File: src/rtl/vec_append_pkg.sv
// Shared types and append function for the vector-append scheduler.
// Build option: VAPP_STALL_CNT_EN enables the output stall counter.
package vec_append_pkg;

  localparam int VEC_W  = 64;
  localparam int HALF_W = 32;
  localparam int KEEP_W = 24;

  typedef logic [VEC_W-1:0] vec_t;

  typedef enum logic {
    EMPTY,
    FULL
  } state_t;

  function automatic logic [HALF_W-1:0] bswap32(
    input logic [HALF_W-1:0] x
  );
    return {x[7:0], x[15:8], x[23:16], x[31:24]};
  endfunction

  function automatic vec_t vec_append(
    input vec_t a,
    input vec_t b
  );
    return {bswap32(a[VEC_W-1:HALF_W]), 8'h00, b[KEEP_W-1:0]};
  endfunction

endpackage

File: src/rtl/vec_append_core.sv
// Combinational append datapath shared by all requesters.
// Build option: VAPP_STALL_CNT_EN (not used in this file).
module vec_append_core
  import vec_append_pkg::*;
(
  input  vec_t a,
  input  vec_t b,
  output vec_t data
);

  assign data = vec_append(a, b);

endmodule

File: src/rtl/vec_append_sched.sv
// Round-robin scheduler feeding one append core into a 1-entry output slot.
// Build option: VAPP_STALL_CNT_EN enables the stall_cnt counter.
module vec_append_sched
  import vec_append_pkg::*;
#(
  parameter int N_REQ = 4,
  parameter int ID_W  = (N_REQ > 1) ? $clog2(N_REQ) : 1
) (
  input  logic                   clk,
  input  logic                   rst,
  input  logic [N_REQ-1:0]       req_valid,
  output logic [N_REQ-1:0]       req_ready,
  input  logic [N_REQ*VEC_W-1:0] req_a,
  input  logic [N_REQ*VEC_W-1:0] req_b,
  output logic                   rsp_valid,
  input  logic                   rsp_ready,
  output logic [VEC_W-1:0]       rsp_data,
  output logic [ID_W-1:0]        rsp_id,
  output logic [31:0]            stall_cnt
);

  state_t          state_q;
  state_t          state_d;
  logic [ID_W-1:0] rr_ptr;
  logic [ID_W-1:0] sel;
  logic [ID_W-1:0] idx;
  logic            found;
  logic            can_issue;
  logic            grant;
  vec_t            a_sel;
  vec_t            b_sel;
  vec_t            core_data;
  vec_t            data_q;
  logic [ID_W-1:0] id_q;

  assign rsp_valid = (state_q == FULL);
  assign can_issue = !rsp_valid || rsp_ready;

  // Scan from rr_ptr upward, wrapping at N_REQ.
  always_comb begin
    found = 1'b0;
    sel   = '0;
    idx   = '0;
    for (int k = 0; k < N_REQ; k++) begin
      idx = ID_W'((int'(rr_ptr) + k) % N_REQ);
      if (!found && req_valid[idx]) begin
        found = 1'b1;
        sel   = idx;
      end
    end
  end

  // Reset masks the grant so nothing is accepted while held in reset.
  assign grant = found && can_issue && !rst;

  always_comb begin
    req_ready = '0;
    if (grant) req_ready[sel] = 1'b1;
  end

  assign a_sel = req_a[int'(sel)*VEC_W +: VEC_W];
  assign b_sel = req_b[int'(sel)*VEC_W +: VEC_W];

  vec_append_core u_core (
    .a    (a_sel),
    .b    (b_sel),
    .data (core_data)
  );

  always_comb begin
    state_d = state_q;
    unique case (state_q)
      EMPTY:   if (grant) state_d = FULL;
      FULL:    if (rsp_ready && !grant) state_d = EMPTY;
      default: state_d = EMPTY;
    endcase
  end

  always_ff @(posedge clk) begin
    if (rst) state_q <= EMPTY;
    else     state_q <= state_d;
  end

  always_ff @(posedge clk) begin
    if (rst) begin
      rr_ptr <= '0;
    end else if (grant) begin
      rr_ptr <= (sel == ID_W'(N_REQ - 1)) ? '0 : sel + 1'b1;
    end
  end

  always_ff @(posedge clk) begin
    if (rst) begin
      data_q <= '0;
      id_q   <= '0;
    end else if (grant) begin
      data_q <= core_data;
      id_q   <= sel;
    end
  end

  assign rsp_data = data_q;
  assign rsp_id   = id_q;

`ifdef VAPP_STALL_CNT_EN
  logic [31:0] stall_q;

  always_ff @(posedge clk) begin
    if (rst) begin
      stall_q <= '0;
    end else if (rsp_valid && !rsp_ready
                 && stall_q != 32'hFFFF_FFFF) begin
      stall_q <= stall_q + 32'd1;
    end
  end

  assign stall_cnt = stall_q;
`else
  assign stall_cnt = 32'h0;
`endif

endmodule

File: config.mk
export PLATFORM = sky130hd
export DESIGN_NAME = vec_append_sched
export DESIGN_NICKNAME = d
export VERILOG_FILES = /design/src/rtl/vec_append_pkg.sv /design/src/rtl/vec_append_core.sv /design/src/rtl/vec_append_sched.sv
export SDC_FILE = /design/constraint.sdc
export NUM_CORES = 1
export LEC_CHECK = 0
export ABC_AREA = 1
export CAP_MARGIN = 20
export CORE_AREA = 2 2 242 244
export DETAILED_ROUTE_END_ITERATION = 10
export DIE_AREA = 0 0 244 246
export MAX_ROUTING_LAYER = met4
export PLACE_DENSITY_LB_ADDON = 0.08
export REMOVE_ABC_BUFFERS = 1
export SYNTH_ARGS = -nofsm -noshare
export SYNTH_HDL_FRONTEND = slang
export SYNTH_HIERARCHICAL = 1
export SYNTH_SLANG_ARGS = --single-unit
File: constraint.sdc
create_clock -name clk -period 10.15 [get_ports clk]
set_clock_uncertainty 0.05 [all_clocks]
set_input_delay 3.045 -clock clk [delete_from_list [all_inputs] [get_ports clk]]
set_output_delay 3.045 -clock clk [all_outputs]
set_load 0.01 [all_outputs]
==> flow_summary.json <==
{
  "clock.fmax_mhz": 111.9,
  "grt_max_degree": 75,
  "finalSetupViolations": 0,
  "fp.dieH_um": 246,
  "worstPathArrival_ps": 5840,
  "worst_hold_path_type": "register to register",
  "cellPowerDensity_mw_per_mm2": 279.4,
  "route.detailed.vias_per_inst": 3.493,
  "global_route.usage.met2": 0.1648,
  "numCtsBuffers": 9,
  "holdBufCountCts": 0,
  "yosysWarnings": 6,
  "clkSinkCount": 69,
  "timing_worst_setup_path_type": "input pin to output port",
  "layout.nets": 1860,
  "layout_setup_ws_ps": 1217,
  "first_pass_iters": 4,
  "power_uw": 2778,
  "worst_setup_hold_path_clk_slew_ps": 60,
  "ctsLongestPathBuffers": 2,
  "final_layout_size_suffix_gt1_frac": 0.03055,
  "min_period_over_period": 0.8801,
  "met1_usage": 0.1428,
  "global_route_wire_length_before_repair_um": 48150,
  "ir_drop_mv": 0.1950,
  "place.detailed.hpwl_um": 22060,
  "static-leakage-power_uw": 0.005028,
  "port-buffer-count": 301,
  "post_cts_resized": 0,
  "start_util": 0.1209,
  "antenna_violating_nets_post_route": 0,
  "worst_ep_required_time_ps": 7060,
  "tightestPinTransition_ps": 996.5,
  "critical_path.endpoint_type": "output port",
  "avgSynthCellArea_sq_um": 5.633,
  "grt_antenna_before_repair": 4,
  "reg2regPathDepth": 13,
  "htree_levels": 3,
  "core_region_area_sq_mm": 0.05737,
  "clk_latency_ps": 370,
  "clock_tree.root_cell": "sky130_fd_sc_hd__clkbuf_16",
  "grtUsageMet3": 0.04390,
  "finalWorstPathRequiredPeriod_ps": 8933,
  "globalRouteTotalUtil": 0.1111,
  "post_syn_area_sq_mm": 0.006934,
  "slew_headroom": 0.3357,
  "worstReg2RegStart": "rr_ptr[0]$_SDFFE_PP0P_",
  "min_from": "rsp_data[55]$_SDFFE_PP0P_",
  "worst_path_fanout_max": 23,
  "placement_rows": 88,
  "smallest_hold_slack_ps": 414.2,
  "area_overhead_of_the_layout_relative_to_synthesis_pct": 43.38,
  "drtIter0Drc": 267,
  "status": "complete, no violations",
  "dpl_worst_slack_ps": 1003,
  "route.detailed.drc": 0,
  "grt_pass1_vias": 7435,
  "worst_setup_path_start_kind": "input pin",
  "critical-path-top-cell-by-count": "sky130_fd_sc_hd__nand3_1",
  "reg2reg_slack_ps": 6340,
  "post_synth_inst_count": 1231,
  "slew_viol_final": 0,
  "timing.max_cap.violations": 0,
  "hold-path-endpoint": "rsp_data[55]$_SDFFE_PP0P_",
  "fin_area_sq_mm": 0.009942,
  "grt.overflow.total": 0,
  "holdPathStages": 2,
  "route.vias.total": 7373,
  "final.setup.tns_ps": 0,
  "drt_wl_total_um": 32520,
  "busiest_layer": "met2",
  "rsz0062_at_grt": "no",
  "worstPathCellList": "clkdlybuf4s50_1 -> inv_1 -> nand2_1 -> nand3_1 -> nand2_2 -> nor2_4 -> nand3_1 -> nand3_1 -> nand2_4 -> inv_2 -> ha_1 -> inv_1 -> nor2_1 -> clkdlybuf4s50_1",
  "io-pin-count": 622,
  "final_hold_viol_count": 0,
  "dieWidth_um": 244,
  "placedInstanceArea_sq_mm": 0.009619,
  "max_stage_delay_ps": 660,
  "floorplan.die_area_sq_mm": 0.06002,
  "critical_path.slowest_cell": "sky130_fd_sc_hd__clkdlybuf4s50_1",
  "reg2reg_to": "rsp_data[8]$_SDFFE_PP0P_",
  "routedWlPerCell_um": 15.40,
  "routability_congestion_estimate": 0.6935,
  "post-cts-setup-buffers": 0,
  "tritoncts": "yes"
}
-- report_power, final --
part	switching [uW]	total [uW]	leakage, uW	internal [uW]
Clock	145	355	0.000152	210
Sequential	59.7	440	0.000574	380
Combinational	1290	1980	0.00430	692
Total	1500	2780	0.00503	1280
-- area by class of cell --
type	count	area [sq um]
Timing Repair Buffer	314	3110
Sequential cell	69	1381
Fill cell	6667	47420
Multi-Input combinational cell	698	3249
Clock inverter	3	42.54
Inverter	245	920.9
Clock buffer	13	270.3
Tap cell	765	957.2
Antenna cell	4	10.01
-- per-stage QoR --
step,utilization,cells
2_1_floorplan,-,1012
3_3_place_gp,0.1677,2091
3_5_place_dp,0.1677,2091
4_1_cts,0.1731,2107
5_1_grt,0.1733,2111
6_report,0.1733,2111
-- worst max-delay path: cells and delay by family --
family,cells,cell delay [ps]
AND/OR/NAND/NOR,8,1220
buffers and inverters,5,1400
adder cells (fa/ha/maj),1,150
-- worst max-delay path by stage --
| stage | to | slack (ps) | start |
|---|---|---|---|
| detailed placement | req_ready[2] | 1000 | req_valid[3] |
| global placement | req_ready[2] | 950 | req_valid[3] |
| global route | req_ready[2] | 870 | req_valid[2] |
| floorplan | req_ready[1] | 780 | req_valid[3] |
| finish | req_ready[2] | 1220 | req_valid[3] |
| CTS | req_ready[2] | 980 | req_valid[3] |
-- metal layers --
| layer | up-vias | routed length [um] |
|---|---|---|
| met5 | - | 0 |
| met4 | 0 | 247 |
| met3 | 11 | 2508 |
| met2 | 211 | 13990 |
| met1 | 3344 | 15770 |
| li1 | 3807 | - |
-- placed cells by master (no fill, tap or decap), types with 8 or more instances in the layout --
| cell type | instances |
|---|---|
| sky130_fd_sc_hd__nand2_1 | 335 |
| sky130_fd_sc_hd__clkdlybuf4s50_1 | 301 |
| sky130_fd_sc_hd__inv_1 | 241 |
| sky130_fd_sc_hd__nand3_1 | 184 |
| sky130_fd_sc_hd__nand4_1 | 112 |
| sky130_fd_sc_hd__dfxtp_1 | 69 |
| sky130_fd_sc_hd__conb_1 | 40 |
| sky130_fd_sc_hd__buf_4 | 13 |
| sky130_fd_sc_hd__clkbuf_16 | 9 |
| sky130_fd_sc_hd__nor2_1 | 8 |
-- flip-flops by register name, summed over array words and instances (netlist names) --
signal     count
rsp_valid      1
rsp_id         2
rr_ptr         2
rsp_data      64
No activity file was read; power rests on OpenSTA's default activity.
